===== src/rtl/judge_arbiter_if.sv =====
// Lane event handshake and published frame counts between the lane judges and the score datapath.
interface judge_arbiter_if #(
  parameter int CNT_W   = 4,
  parameter int COMBO_W = 8
);
  logic [3:0]         lane_req;
  logic [3:0]         lane_miss;
  logic [3:0]         lane_ack;
  logic [CNT_W-1:0]   hit0, hit1, hit2, hit3;
  logic [CNT_W-1:0]   miss0, miss1, miss2, miss3;
  logic [COMBO_W-1:0] combo;
  logic [COMBO_W-1:0] max_combo;

  modport master (
    output lane_req, lane_miss,
    input  lane_ack, hit0, hit1, hit2, hit3, miss0, miss1, miss2, miss3, combo, max_combo
  );

  modport slave (
    input  lane_req, lane_miss,
    output lane_ack, hit0, hit1, hit2, hit3, miss0, miss1, miss2, miss3, combo, max_combo
  );
endinterface


===== src/rtl/judge_arbiter.sv =====
// Round-robin arbiter that folds lane hit/miss events into per-frame counts and tracks combo.
module judge_arbiter #(
  parameter int CNT_W   = 4,
  parameter int COMBO_W = 8
) (
  input  logic           Clk,
  input  logic           reset,
  input  logic           frame_clk,
  judge_arbiter_if.slave bus
);
  localparam logic [CNT_W-1:0]   CNT_MAX   = '1;
  localparam logic [COMBO_W-1:0] COMBO_MAX = '1;

  logic [3:0]         ack_q;
  logic [3:0]         elig;
  logic [3:0]         hit_evt;
  logic [3:0]         miss_evt;
  logic [1:0]         rr;
  logic [1:0]         grant_idx;
  logic [1:0]         cand;
  logic               grant_vld;
  logic               grant_hit;
  logic               frame_clk_d;
  logic               frame_edge;
  logic [CNT_W-1:0]   acc_hit  [4];
  logic [CNT_W-1:0]   acc_miss [4];
  logic [CNT_W-1:0]   pub_hit  [4];
  logic [CNT_W-1:0]   pub_miss [4];
  logic [COMBO_W-1:0] combo_q;
  logic [COMBO_W-1:0] max_q;
  logic [COMBO_W-1:0] combo_inc;

  // A request still high during its own ack cycle must not win again.
  assign elig       = bus.lane_req & ~ack_q;
  assign frame_edge = frame_clk & ~frame_clk_d;

  always_comb begin
    grant_vld = 1'b0;
    grant_idx = rr;
    cand      = rr;
    for (int i = 0; i < 4; i++) begin
      cand = rr + 2'(i);
      if (!grant_vld && elig[cand]) begin
        grant_vld = 1'b1;
        grant_idx = cand;
      end
    end
  end

  assign grant_hit = grant_vld & ~bus.lane_miss[grant_idx];
  assign hit_evt   = grant_hit ? (4'b0001 << grant_idx) : 4'b0000;
  assign miss_evt  = (grant_vld && !grant_hit) ? (4'b0001 << grant_idx) : 4'b0000;
  assign combo_inc = (combo_q == COMBO_MAX) ? combo_q : combo_q + 1'b1;

  always_ff @(posedge Clk) begin
    if (reset) begin
      ack_q       <= '0;
      rr          <= '0;
      frame_clk_d <= 1'b0;
      combo_q     <= '0;
      max_q       <= '0;
      for (int k = 0; k < 4; k++) begin
        acc_hit[k]  <= '0;
        acc_miss[k] <= '0;
        pub_hit[k]  <= '0;
        pub_miss[k] <= '0;
      end
    end else begin
      ack_q       <= grant_vld ? (4'b0001 << grant_idx) : 4'b0000;
      frame_clk_d <= frame_clk;
      if (grant_vld) begin
        rr <= grant_idx + 2'd1;
        if (grant_hit) begin
          combo_q <= combo_inc;
          if (combo_inc > max_q) max_q <= combo_inc;
        end else begin
          combo_q <= '0;
        end
      end
      for (int k = 0; k < 4; k++) begin
        if (frame_edge) begin
          // Publish the closed frame; an event granted now opens the new one.
          pub_hit[k]  <= acc_hit[k];
          pub_miss[k] <= acc_miss[k];
          acc_hit[k]  <= CNT_W'(hit_evt[k]);
          acc_miss[k] <= CNT_W'(miss_evt[k]);
        end else begin
          if (hit_evt[k] && acc_hit[k] != CNT_MAX)   acc_hit[k]  <= acc_hit[k] + 1'b1;
          if (miss_evt[k] && acc_miss[k] != CNT_MAX) acc_miss[k] <= acc_miss[k] + 1'b1;
        end
      end
    end
  end

  assign bus.lane_ack  = ack_q;
  assign bus.hit0      = pub_hit[0];
  assign bus.hit1      = pub_hit[1];
  assign bus.hit2      = pub_hit[2];
  assign bus.hit3      = pub_hit[3];
  assign bus.miss0     = pub_miss[0];
  assign bus.miss1     = pub_miss[1];
  assign bus.miss2     = pub_miss[2];
  assign bus.miss3     = pub_miss[3];
  assign bus.combo     = combo_q;
  assign bus.max_combo = max_q;
endmodule


===== src/flat_wrapper.sv =====
// flat-port wrapper written by rule: the top's interface ports become plain ports
module judge_arbiter_flat 
#(
  parameter int CNT_W   = 4,
  parameter int COMBO_W = 8
)
  (Clk, reset, frame_clk, bus_lane_req, bus_lane_miss, bus_lane_ack, bus_hit0, bus_hit1, bus_hit2, bus_hit3, bus_miss0, bus_miss1, bus_miss2, bus_miss3, bus_combo, bus_max_combo);
  judge_arbiter_if #(.CNT_W(CNT_W), .COMBO_W(COMBO_W)) bus_i ();
  input  logic Clk;
  input  logic reset;
  input  logic frame_clk;
  input wire logic [$bits(bus_i.lane_req)-1:0] bus_lane_req;
  input wire logic [$bits(bus_i.lane_miss)-1:0] bus_lane_miss;
  output wire logic [$bits(bus_i.lane_ack)-1:0] bus_lane_ack;
  output wire logic [$bits(bus_i.hit0)-1:0] bus_hit0;
  output wire logic [$bits(bus_i.hit1)-1:0] bus_hit1;
  output wire logic [$bits(bus_i.hit2)-1:0] bus_hit2;
  output wire logic [$bits(bus_i.hit3)-1:0] bus_hit3;
  output wire logic [$bits(bus_i.miss0)-1:0] bus_miss0;
  output wire logic [$bits(bus_i.miss1)-1:0] bus_miss1;
  output wire logic [$bits(bus_i.miss2)-1:0] bus_miss2;
  output wire logic [$bits(bus_i.miss3)-1:0] bus_miss3;
  output wire logic [$bits(bus_i.combo)-1:0] bus_combo;
  output wire logic [$bits(bus_i.max_combo)-1:0] bus_max_combo;
  assign bus_i.lane_req = bus_lane_req;
  assign bus_i.lane_miss = bus_lane_miss;
  assign bus_lane_ack = bus_i.lane_ack;
  assign bus_hit0 = bus_i.hit0;
  assign bus_hit1 = bus_i.hit1;
  assign bus_hit2 = bus_i.hit2;
  assign bus_hit3 = bus_i.hit3;
  assign bus_miss0 = bus_i.miss0;
  assign bus_miss1 = bus_i.miss1;
  assign bus_miss2 = bus_i.miss2;
  assign bus_miss3 = bus_i.miss3;
  assign bus_combo = bus_i.combo;
  assign bus_max_combo = bus_i.max_combo;
  judge_arbiter #(.CNT_W(CNT_W), .COMBO_W(COMBO_W)) u_core (.Clk(Clk), .reset(reset), .frame_clk(frame_clk), .bus(bus_i));
endmodule

===== config.mk =====
export PLATFORM = sky130hd
export DESIGN_NAME = judge_arbiter_flat
export DESIGN_NICKNAME = d
export VERILOG_FILES = /design/src/rtl/judge_arbiter_if.sv /design/src/rtl/judge_arbiter.sv /design/src/flat_wrapper.sv
export SDC_FILE = /design/constraint.sdc
export NUM_CORES = 1
export LEC_CHECK = 0
export BUFFER_PORTS_ARGS = -buffer_cell sky130_fd_sc_hd__buf_2
export CAP_MARGIN = 20
export CORE_UTILIZATION = 40
export DETAILED_ROUTE_END_ITERATION = 8
export SKIP_CTS_REPAIR_TIMING = 1
export SLEW_MARGIN = 10
export SYNTH_ARGS = -nofsm -noshare
export SYNTH_HDL_FRONTEND = slang
export SYNTH_SLANG_ARGS = --single-unit

===== constraint.sdc =====
create_clock -name Clk -period 4.6 [get_ports Clk]
set_input_delay 0.23 -clock Clk [delete_from_list [all_inputs] [get_ports Clk]]
set_output_delay 0.23 -clock Clk [all_outputs]
set_load 0.03 [all_outputs]

==> flow_metrics.py <==
metrics = {
    "outcome": {
        "status": "completed",
    },
    "timing": {
        "fin_setup_tns_ns": 0,
        "max_slew_margin_pct": 45.18,
        "finalHoldViolCount": 0,
        "tightest_slew_ns": 0.8215,
        "min_period_ns": 3.494,
        "worst_hold_slack_ns": 0.3696,
        "slew_viol_final": 0,
        "fmax_mhz": 286.2,
        "finalCritPeriodShare_pct": 75.96,
        "grt_setup_unrepaired": "false",
        "fin_skew_ns": 0.008637,
        "final-setup-viol-count": 0,
    },
    "drt": {
        "routed_wl_mm": 8.877,
        "num_vias": 3212,
        "final_antenna_net_count": 0,
        "routedWlPerCell_um": 14.41,
        "drtIter0Drc": 133,
        "route.detailed.drc": 0,
        "viasPerCell": 5.214,
        "dr.pass1.iters": 4,
    },
    "synthesis": {
        "syn_avg_cell_area_um2": 10.69,
        "synth_fp_nets": 448,
        "async_flop_share_pct": 0,
        "synth_edf_count": 64,
        "yosys_warnings": 0,
        "synth_area_um2": 4447,
        "synthCells": 416,
        "synth_cell_type_count": 46,
        "ys_seq_elements": 87,
        "synth-main-ff-cell": "edfxtp_1",
        "yosysSeqAreaShare_pct": 53.57,
    },
    "clock_tree": {
        "clk_latency_ns": 0.36,
        "clkSinkCount": 87,
        "cts_buffers": 9,
        "cts_buffer_depth": 2,
        "cts.reportedPaths.clkPinSlew_ns": 0.09,
        "cts_tree": "built",
        "htreeDepth": 3,
        "root_buffer": "clkbuf_8",
    },
    "global_route": {
        "grt_remaining_overflow": 0,
        "grt_max_degree": 35,
        "grtUsageTotal_pct": 15.95,
        "antenna_found_initial": 0,
        "grt_pass1_vias": 2997,
        "grt_pass1_wl_mm": 14.39,
    },
    "final_layout": {
        "final_common_cell": "edfxtp_1",
        "final_cell_mix": "64 x edfxtp_1, 62 x buf_2, 34 x and3_1",
        "nets": 503,
        "drive_gt1_share_pct": 19.54,
        "area_delta_synth_final_pct": 14.80,
        "nFillCells": 1038,
        "antennaDiodeCount": 0,
    },
    "floorplanning": {
        "rows": 38,
        "start_util_pct": 41.02,
        "die_x_um": 107.4,
        "ios": 63,
        "dieArea_um2": 11540,
        "core_area_um2": 10840,
        "fp.dieH_um": 107.4,
    },
    "setup_path": {
        "crit_start": "u_core.bus.combo[0]$_SDFFE_PP0N_",
        "r2r_start": "u_core.bus.combo[0]$_SDFFE_PP0N_",
        "timing.rr.end": "u_core.bus.max_combo[0]$_SDFFE_PP0P_",
        "worst_setup_path_start_kind": "register",
        "cp_common_cell": "nand4_1",
        "path_max_fanout": 7,
        "cpMaxStageDelayCell": "dfxtp_1",
        "r2r_cells": 12,
        "endpoint_kind": "register",
        "worstPathArrival_ns": 3.75,
        "regToRegSetupSlack_ns": 1.11,
        "cp.required_ns": 4.85,
        "critPathMaxStageDelay_ns": 0.46,
        "crit_end": "u_core.bus.max_combo[0]$_SDFFE_PP0P_",
        "crit_chain": "ha_1 > and3_1 > nand4_1 > nand4_1 > xor2_1 > inv_1 > ha_1 > nand4_1 > mux2i_1 > a211oi_1 > nand3_2 > mux2_2",
        "critical_path_class": "register to register",
    },
    "min_path": {
        "hold_path_class": "input port to register",
    },
    "run": {
        "cap_viol_max_count": 0,
    },
    "power_and_ir_drop": {
        "power_density_nw_per_um2": 503.1,
        "leakage_nw": 2.205,
        "peakVddDrop_uv": 315.7,
    },
    "place": {
        "dp_hpwl_mm": 6.161,
        "place.port_buffers": 62,
        "gp_congestion": 0.8072,
    },
}
## sequential cells by signal (all words and copies together), names as in the netlist
signal,flops
u_core.acc_hit,16
u_core.acc_miss,16
u_core.bus.combo,8
u_core.bus.lane_ack,4
u_core.bus.max_combo,8
u_core.frame_clk_d,1
u_core.pub_hit,16
u_core.pub_miss,16
u_core.rr,2
## per-stage QoR
stage | area [um2] | std cells | power, mW | utilization [%] | worst slack (ns)
2_1_floorplan | 4447 | 416 | 1.750 | - | 1.264
3_3_place_gp | 4860 | 600 | 1.916 | 44.83 | 1.336
3_5_place_dp | 4860 | 600 | 1.937 | 44.83 | 1.203
4_1_cts | 5105 | 616 | 2.585 | 47.09 | 1.182
5_1_grt | 5105 | 616 | 2.710 | 47.09 | 0.8324
6_report | 5105 | 616 | 2.568 | 47.09 | 1.106
## where the power goes
group / switching [mW] / total (mW) / leakage, nW / internal [mW]
Clock: 0.283 / 0.649 / 0.119 / 0.366
Combinational: 0.561 / 0.842 / 1.20 / 0.281
Sequential: 0.100 / 1.08 / 0.888 / 0.978
## Yosys cell counts (2+ instances only)
cell type  count  share of area (%)
nor3_1         8               0.90
nor4_1         6               0.84
xor2_1        15                3.0
clkbuf_1      15                1.3
nand2_1       26                2.2
nand3_2        2               0.45
a211oi_1       3               0.51
or3_1          3               0.42
buf_6          2               0.51
o22ai_1        2               0.28
nor4_2         5                1.4
o21ai_0       20                2.3
buf_2          4               0.45
ha_1          21                5.9
a21oi_1       10                1.1
edfxtp_1      64                 43
and2_1         4               0.56
nor2b_1        4               0.56
dfxtp_1       23                 10
nand4_1        6               0.84
o21a_1         5               0.84
xnor2_1        4               0.79
o32ai_1        7                1.4
and3_1        34                4.8
nand2b_1      14                2.0
nor3b_1        2               0.34
inv_1         23                1.9
nor2_1        31                2.6
mux2i_1        7                1.6
mux2_2         2               0.51
a31oi_1        2               0.28
nand3_1       28                3.2
## area by class of cell
class	instances	area [um2]	area share (%)
clock buffers	10	127.6	2.500
flip-flops and latches	87	2382	46.67
well taps	140	175.2	3.431
inverters	23	86.33	1.691
clock inverters	6	117.6	2.304
repair buffers	65	332.8	6.520
multi-input cells	285	1883	36.89
## worst min path at each step
stage | start | endpoint | slack [ns] | cells past startpoint
after floorplan | reset | u_core.frame_clk_d$_SDFF_PP0_ | 0.52 | 2
after global placement | u_core.bus.max_combo[4]$_SDFFE_PP0P_ | u_core.bus.max_combo[4]$_SDFFE_PP0P_ | 0.47 | 2
after detailed placement | u_core.bus.max_combo[4]$_SDFFE_PP0P_ | u_core.bus.max_combo[4]$_SDFFE_PP0P_ | 0.48 | 2
after CTS | reset | u_core.rr[1]$_SDFFE_PP0N_ | 0.36 | 2
after global routing | reset | u_core.rr[1]$_SDFFE_PP0N_ | 0.39 | 2
final | reset | u_core.rr[1]$_SDFFE_PP0N_ | 0.37 | 2
## critical path: cells and delay by family (launching register included)
family | cells | cell delay, ns
adders and majority gates | 2 | 0.50
xor gates and xnor gates | 1 | 0.25
DFF | 1 | 0.46
AOI/OAI and AO/OA | 1 | 0.46
and+or+nand+nor | 5 | 1.23
buffers and inverters | 1 | 0.07
muxes | 2 | 0.41
## logic make-up after synthesis
group                      share of synthesized area [%]
and+or+nand+nor                                    22.26
DFF                                                53.57
AOI/OAI and AO/OA                                  8.273
buffers and inverters                              4.164
adders and majority gates                          5.909
xor gates and xnor gates                           3.742
muxes                                              2.082
## per-layer routing
layer,vias to the layer above,track usage [%],routed length (um)
met5,-,0,0
met4,0,4.795,110
met3,10,4.661,509
met2,86,25.48,4044
met1,1489,20.89,4213
li1,1627,-,-
Note: power is estimated with default switching activity, not from simulation.
